## config.mk

```make
export PLATFORM = sky130hd
export DESIGN_NAME = sr_latch_driver
export DESIGN_NICKNAME = d
export VERILOG_FILES = /design/src/rtl/sr_drv_pkg.sv /design/src/rtl/sr_drv_timer.sv /design/src/rtl/sr_latch_driver.sv
export SDC_FILE = /design/constraint.sdc
export NUM_CORES = 1
export LEC_CHECK = 0
export CORE_AREA = 2 2 39 41
export DETAILED_ROUTE_END_ITERATION = 12
export DIE_AREA = 0 0 41 43
export GPL_ROUTABILITY_DRIVEN = 1
export GPL_TIMING_DRIVEN = 0
export PLACE_DENSITY = 0.43
export SLEW_MARGIN = 20
export SYNTH_ARGS = -nofsm -noshare
export SYNTH_HDL_FRONTEND = slang
export SYNTH_SLANG_ARGS = --single-unit
```

## constraint.sdc

```tcl
create_clock -name clk -period 1.5 [get_ports clk]
set_clock_uncertainty 0.1 [all_clocks]
set_input_delay 0.225 -clock clk [delete_from_list [all_inputs] [get_ports clk]]
set_output_delay 0.225 -clock clk [all_outputs]
set_load 0.05 [all_outputs]
```

## src/rtl/sr_drv_pkg.sv

```systemverilog
// Shared types and defaults for the SR latch driver.
// Contents: FSM state enum, default pulse/gap widths, and the timer
// width helper.
// Optional macro: SR_LATCH_DRIVER_READBACK_EN adds the CHECK state.
package sr_drv_pkg;

  localparam int unsigned PULSE_CYC_DEF = 2;
  localparam int unsigned GAP_CYC_DEF   = 1;

  typedef enum logic [1:0] {
    ST_IDLE  = 2'd0,
    ST_PULSE = 2'd1,
    ST_GAP   = 2'd2
`ifdef SR_LATCH_DRIVER_READBACK_EN
    ,
    ST_CHECK = 2'd3
`endif
  } drv_state_t;

  // One counter serves both phases, so it is sized for the larger of the two
  // load values. It is at least one bit wide so that a width of 1 is legal.
  function automatic int unsigned cnt_width(input int unsigned a,
                                            input int unsigned b);
    int unsigned w;
    w = $clog2(a);
    if ($clog2(b) > w) w = $clog2(b);
    if (w < 1) w = 1;
    return w;
  endfunction

endpackage

```

## src/rtl/sr_drv_timer.sv

```systemverilog
// Loadable down-counter with a zero flag. It times both the PULSE phase
// and the GAP phase.
// Ports: clk, rst (sync active-high), load/load_val (load a count),
//        zero (count is 0). The counter stops at 0 and does not wrap.
module sr_drv_timer #(
  parameter int unsigned W = 1
) (
  input  logic         clk,
  input  logic         rst,
  input  logic         load,
  input  logic [W-1:0] load_val,
  output logic         zero
);

  logic [W-1:0] cnt;

  always_ff @(posedge clk) begin
    if (rst) begin
      cnt <= '0;
    end else if (load) begin
      cnt <= load_val;
    end else if (cnt != '0) begin
      cnt <= cnt - W'(1);
    end
  end

  assign zero = (cnt == '0);

endmodule

```

## src/rtl/sr_latch_driver.sv

```systemverilog
// Drives an external SR latch with timed set/reset pulses.
// Each command produces a PULSE_CYC-wide pulse on s or r. A GAP_CYC
// both-low recovery period follows. done then pulses once, in the first
// IDLE cycle.
// Ports: clk, rst (sync active-high); cmd_valid/cmd_ready/cmd_set (command);
//        s, r (registered latch drives); q_fb, qbar_fb (latch readback);
//        done (one-cycle completion); err (sticky readback mismatch).
// Optional macro: SR_LATCH_DRIVER_READBACK_EN adds a one-cycle CHECK state
// that compares the latch readback against the command. Without the macro,
// err is tied to 0 and q_fb/qbar_fb are not used.
module sr_latch_driver
  import sr_drv_pkg::*;
#(
  parameter int unsigned PULSE_CYC = PULSE_CYC_DEF,
  parameter int unsigned GAP_CYC   = GAP_CYC_DEF
) (
  input  logic clk,
  input  logic rst,
  input  logic cmd_valid,
  output logic cmd_ready,
  input  logic cmd_set,
  output logic s,
  output logic r,
  input  logic q_fb,
  input  logic qbar_fb,
  output logic done,
  output logic err
);

  localparam int unsigned CW = cnt_width(PULSE_CYC, GAP_CYC);
  // The timer counts N-1 down to 0, which gives N cycles in each phase.
  localparam logic [CW-1:0] PULSE_LOAD = CW'(PULSE_CYC - 1);
  localparam logic [CW-1:0] GAP_LOAD   = CW'(GAP_CYC - 1);

  drv_state_t     state;
  logic           s_q, r_q, done_q;
  logic           tmr_load, tmr_zero;
  logic [CW-1:0]  tmr_val;

`ifdef SR_LATCH_DRIVER_READBACK_EN
  logic set_lat;
  logic err_q;
`endif

  // The timer is loaded on the same edges where the FSM enters PULSE or GAP.
  always_comb begin
    tmr_load = 1'b0;
    tmr_val  = PULSE_LOAD;
    case (state)
      ST_IDLE: begin
        if (cmd_valid) begin
          tmr_load = 1'b1;
          tmr_val  = PULSE_LOAD;
        end
      end
      ST_PULSE: begin
        if (tmr_zero) begin
          tmr_load = 1'b1;
          tmr_val  = GAP_LOAD;
        end
      end
      default: ;
    endcase
  end

  sr_drv_timer #(.W(CW)) u_timer (
    .clk      (clk),
    .rst      (rst),
    .load     (tmr_load),
    .load_val (tmr_val),
    .zero     (tmr_zero)
  );

  always_ff @(posedge clk) begin
    if (rst) begin
      state  <= ST_IDLE;
      s_q    <= 1'b0;
      r_q    <= 1'b0;
      done_q <= 1'b0;
`ifdef SR_LATCH_DRIVER_READBACK_EN
      set_lat <= 1'b0;
      err_q   <= 1'b0;
`endif
    end else begin
      done_q <= 1'b0;
      case (state)
        ST_IDLE: begin
          if (cmd_valid) begin
            // s and r are complements here. They are only ever both driven
            // after a GAP of at least one cycle, so they never overlap.
            s_q   <= cmd_set;
            r_q   <= ~cmd_set;
            state <= ST_PULSE;
`ifdef SR_LATCH_DRIVER_READBACK_EN
            set_lat <= cmd_set;
`endif
          end
        end
        ST_PULSE: begin
          if (tmr_zero) begin
            s_q   <= 1'b0;
            r_q   <= 1'b0;
            state <= ST_GAP;
          end
        end
        ST_GAP: begin
          if (tmr_zero) begin
`ifdef SR_LATCH_DRIVER_READBACK_EN
            state <= ST_CHECK;
`else
            state  <= ST_IDLE;
            done_q <= 1'b1;
`endif
          end
        end
`ifdef SR_LATCH_DRIVER_READBACK_EN
        ST_CHECK: begin
          if ((q_fb != set_lat) || (qbar_fb != ~set_lat)) err_q <= 1'b1;
          state  <= ST_IDLE;
          done_q <= 1'b1;
        end
`endif
        default: state <= ST_IDLE;
      endcase
    end
  end

  assign cmd_ready = (state == ST_IDLE);
  assign s         = s_q;
  assign r         = r_q;
  assign done      = done_q;

`ifdef SR_LATCH_DRIVER_READBACK_EN
  assign err = err_q;
`else
  logic unused_fb;
  assign unused_fb = q_fb ^ qbar_fb;
  assign err       = 1'b0;
`endif

endmodule

```

; ---- Word-level counts from Yosys, hierarchy flattened
; Index checks and enable logic that the tools add are counted.
[op_classes]
addsub = 1
eq_ne = 5
n_mux = 16
bitwise_logic = 2
reduce_logical = 5
[ops]
columns = operator, count
row1 = 2-to-1 mux 1 bit, 9
row2 = 2-to-1 mux 2 bit, 3
row3 = inequality test 2 bit (second input constant), 3
row4 = one-hot mux 1 bit (2 select lines), 3
row5 = one-hot mux 2 bit (3 select lines), 1
row6 = AND reduction 3 bit, 2
row7 = == test 2 x 1 -> 1 bit (second input constant), 1
row8 = == test 2 bit (second input constant), 1
row9 = zero test 2 bit, 1
row10 = NOT 1 bit, 2
row11 = nonzero test 2 bit, 1
row12 = OR reduction 2 bit, 1
row13 = subtractor 1 bit (second input constant), 1
[totals]
ff_bits = 6
in_bits = 6
word_cells = 34

; ---- Depth between registers and ports, before layout
[logic_depth]
word_depth = 3
mapped_depth = 3

; ---- Modules after synthesis
; From an unflattened synthesis, not the netlist that was laid out.
[hier_totals]
cells_unflattened = 26
hier_area_um2 = 247.7
[modules_own_cells]
columns = mod, n_inst, cells_per_inst, area_per_inst_um2, seq_area_each_um2
row1 = sr_latch_driver, 1, 23, 215.2, 100.1
row2 = sr_drv_timer, 1, 3, 32.5, 20.0

; ---- Worst setup path after synthesis
; No wires, ideal clock.
[synth_path]
path_type = register to output
from = reg state[0]
to = out cmd_ready
arrival_ns = 1.040
setup_slack_ns = 0.135
stages_incl_launch_ff = 2
path_buffers = 0
path_cell_list = dfxtp_1 nor2_1
[synth_via]
elab_chain_len = 1
[synth_rtl]
columns = item, line
row1 = "start, declared", sr_latch_driver.sv:35  ; drv_state_t state;
row2 = "start signal, assigned", sr_latch_driver.sv:76  ; state <= ST_IDLE;
row3 = "start signal, assigned", sr_latch_driver.sv:93  ; state <= ST_PULSE;
row4 = "start signal, assigned", sr_latch_driver.sv:103  ; state <= ST_GAP;
row5 = zero test 2 bit, sr_latch_driver.sv:128  ; assign cmd_ready = (state == ST_IDLE);
row6 = "end, declared", sr_latch_driver.sv:20  ; output logic cmd_ready,
; No other way between the ends.

; ---- Worst setup path in the final report
[layout_path]
from = reg r_q, in the netlist r
to = out r
[layout_lines]
columns = item, line
row1 = "start, declared", sr_latch_driver.sv:36  ; logic s_q, r_q, done_q;
row2 = "start signal, assigned", sr_latch_driver.sv:92  ; r_q <= ~cmd_set;
row3 = "end, declared", sr_latch_driver.sv:23  ; output logic r,
; No word-level cell between the ends.

==> impl_metrics.py <==
metrics = {
    "routing": {
        "avgViaCountPerCell": 4.12,
        "ant_nets": 0,
        "routed_wl_um": 514,
        "dr_total_vias": 214,
        "post-route-drc-count": 0,
        "wire_per_inst_um": 9.88,
        "first_iter_violations": 3,
        "drt-pass1-iter-count": 4,
    },
    "job": {
        "max_cap_violations": 0,
    },
    "cts": {
        "clkLatencyLatePin_ps": 240,
        "cts.sinks": 6,
        "cts_buffer_depth": 2,
        "cts_tree": "yes",
        "htreeDepth": 1,
        "hold_buffers": 0,
        "clockRootBuffer": "clkbuf_4",
        "path_clk_slew_ps": 50,
        "cts_buffers": 3,
    },
    "yosys": {
        "ys_seq_area_share_pct": 47.1,
        "synth_compound_area_share_pct": 15.2,
        "post-synth-top-area-cell": "dfxtp_1",
        "synth_nets": 32,
        "synth_area_um2": 255,
        "synth_seq_cells": 6,
        "synth_top_area_share_pct": 47.1,
        "synth_xor_area_share_pct": 0,
        "syn_avg_cell_area_um2": 9.82,
        "yosysUniqueCellTypes": 14,
        "synthAdderAreaFrac_pct": 0,
        "ys.warnings.count": 0,
        "yosys-top-cells-area": "dfxtp_1 (47%), nor4b_4 (9.3%), nand2b_1 (7.4%)",
        "synth_top_family_by_area": "simple AND/OR/NAND/NOR gates",
        "synth_cells": 26,
        "yosys.area_share.simple_pct": 30.4,
        "synthMuxAreaShare_pct": 0,
    },
    "placed_design": {
        "place_ws_ps": -141,
        "io_buffers": 7,
        "dpl-instance-area_um2": 345,
        "gp_congestion": 0.658,
        "post-place-cells": 49,
    },
    "sta": {
        "hold_violations": 0,
        "finalSetupTns_ps": 0,
        "fmax_mhz": 697,
        "rsz0062_at_grt": "false",
        "setup-violations-final": 0,
        "hold_ws_ps": 386,
        "fin_crit_ps": 1430,
        "drv_slew": 0,
        "worst_slack_ps": 66.1,
        "fin_crit_sh_pct": 95.6,
    },
    "grt": {
        "grt-ovfl-total": 0,
        "grt_max_degree": 9,
        "grt_pass1_vias": 200,
        "antenna_found_initial": 0,
        "grt.total_usage_pct": 7.35,
        "grt_pass1_wl_um": 834,
    },
    "hold_path": {
        "holdPathEnd": "s",
        "hp-class": "reg -> reg",
        "min_path_cells": 2,
        "min_from": "s",
    },
    "setup_path": {
        "ff2ff_path_depth": 3,
        "worst_ep_required_time_ps": 1170,
        "critPathTopFamily": "buffers and inverters",
        "crit_arrival_ps": 1110,
        "r2r_start": "state[0]",
        "r2r-end": "s",
        "criticalPathCategory": "reg -> out",
        "start_kind": "register",
        "cp_slowest_stage_delay_ps": 540,
        "cp-startpoint": "r",
        "cp.buffers_inverters": 1,
        "path_cells": "dlygate4sd2_1",
        "endpoint_kind": "primary output",
        "crit_fanout": 2,
        "ff2ff_setup_slack_ps": 400,
        "crit_slowest_cell": "dlygate4sd2_1",
    },
    "die": {
        "fp.dieW_um": 41,
        "io_pins": 11,
        "die_h_um": 43,
        "start_util_pct": 18.4,
        "row_count": 14,
        "die_area_um2": 1760,
        "coreArea_um2": 1380,
    },
    "cells_and_area": {
        "stdcell_area_um2": 368,
        "drive_gt1_share_pct": 25.0,
        "diodes": 0,
        "area_delta_synth_final_pct": 44.1,
        "final_cells": 52,
        "final_nets": 44,
    },
    "pwr": {
        "ir_drop_v": 0.000359,
        "p_per_area_nw_per_um2": 1130,
        "leakage_nw": 0.146,
    },
    "outcome": {
        "status": "finished clean",
    },
}
[routing by layer]
metal  vias up  track usage (%)  wire length [um]
met3         0             2.62                52
li1        106                -                 -
met5         -                0                 0
met1        98             9.42               228
met2        10             8.44               233
met4         0             8.00                 0
[final cells by class]
| cell class | count | area, um2 |
|---|---|---|
| fill | 156 | 1020 |
| sequential | 6 | 123 |
| multi-input combinational | 17 | 120 |
| timing repair buffer | 7 | 67.6 |
| clock buffer | 3 | 22.5 |
| tap | 16 | 20.0 |
| buffer | 1 | 7.51 |
| inverter | 2 | 7.51 |
[how the worst max path moves through the flow]
stage	cells after the start	slack, ps	to
after global placement	2	-130	cmd_ready
after CTS	2	20	cmd_ready
after global routing	1	20	s
after detailed placement	2	-140	cmd_ready
after floorplan	1	130	cmd_ready
final	1	70	r
[repair_timing]
action	CTS	global route
gates cloned	0	0
setup endpoints to repair	4	1
pin swaps	0	0
setup buffers	0	0
gates resized for setup	6	2
[registers in the layout, indices dropped and copies added, names as in the netlist]
register	cells
done	1
s	1
state	2
u_timer.cnt	1
r	1
[per-stage QoR]
stage          total power (W)  util (%)
4_1_cts               0.000423      26.4
6_report              0.000415      26.6
2_1_floorplan         0.000237         -
3_5_place_dp          0.000268      25.0
3_3_place_gp          0.000267      25.0
5_1_grt               0.000440      26.6
[cell usage after synthesis]
library cell,count
a21oi_1,2
nand2_1,3
nor2_1,2
dfxtp_1,6
o32ai_2,1
nor4b_4,1
a211oi_1,1
buf_4,1
o21ai_0,1
nand3b_1,1
nor4b_1,1
nand2b_1,3
conb_1,1
inv_1,2
[placed cells by master (no fill, tap or decap), types with 2 or more instances in the layout]
cell / instances
nand2b_1: 3
nand2_1: 3
a21oi_1: 2
clkbuf_4: 3
inv_1: 2
dlygate4sd2_1: 3
dfxtp_2: 2
nor2_1: 2
clkdlybuf4s50_1: 3
dfxtp_1: 4
[logic make-up after synthesis]
| kind of cell | count (synthesis) |
|---|---|
| AO/OA/AOI/OAI | 5 |
| other | 1 |
| flip-flops | 6 |
| buffers and inverters | 3 |
| AND/OR/NAND/NOR | 11 |
[where the power goes]
| part | leakage, nW | internal [W] | total (W) | switching [W] |
|---|---|---|---|---|
| clock | 0.0138 | 0.0000908 | 0.000153 | 0.0000620 |
| sequential | 0.0500 | 0.000170 | 0.000182 | 0.0000114 |
| combinational | 0.0822 | 0.0000306 | 0.0000802 | 0.0000496 |
No activity file was read; power rests on OpenSTA's default activity.
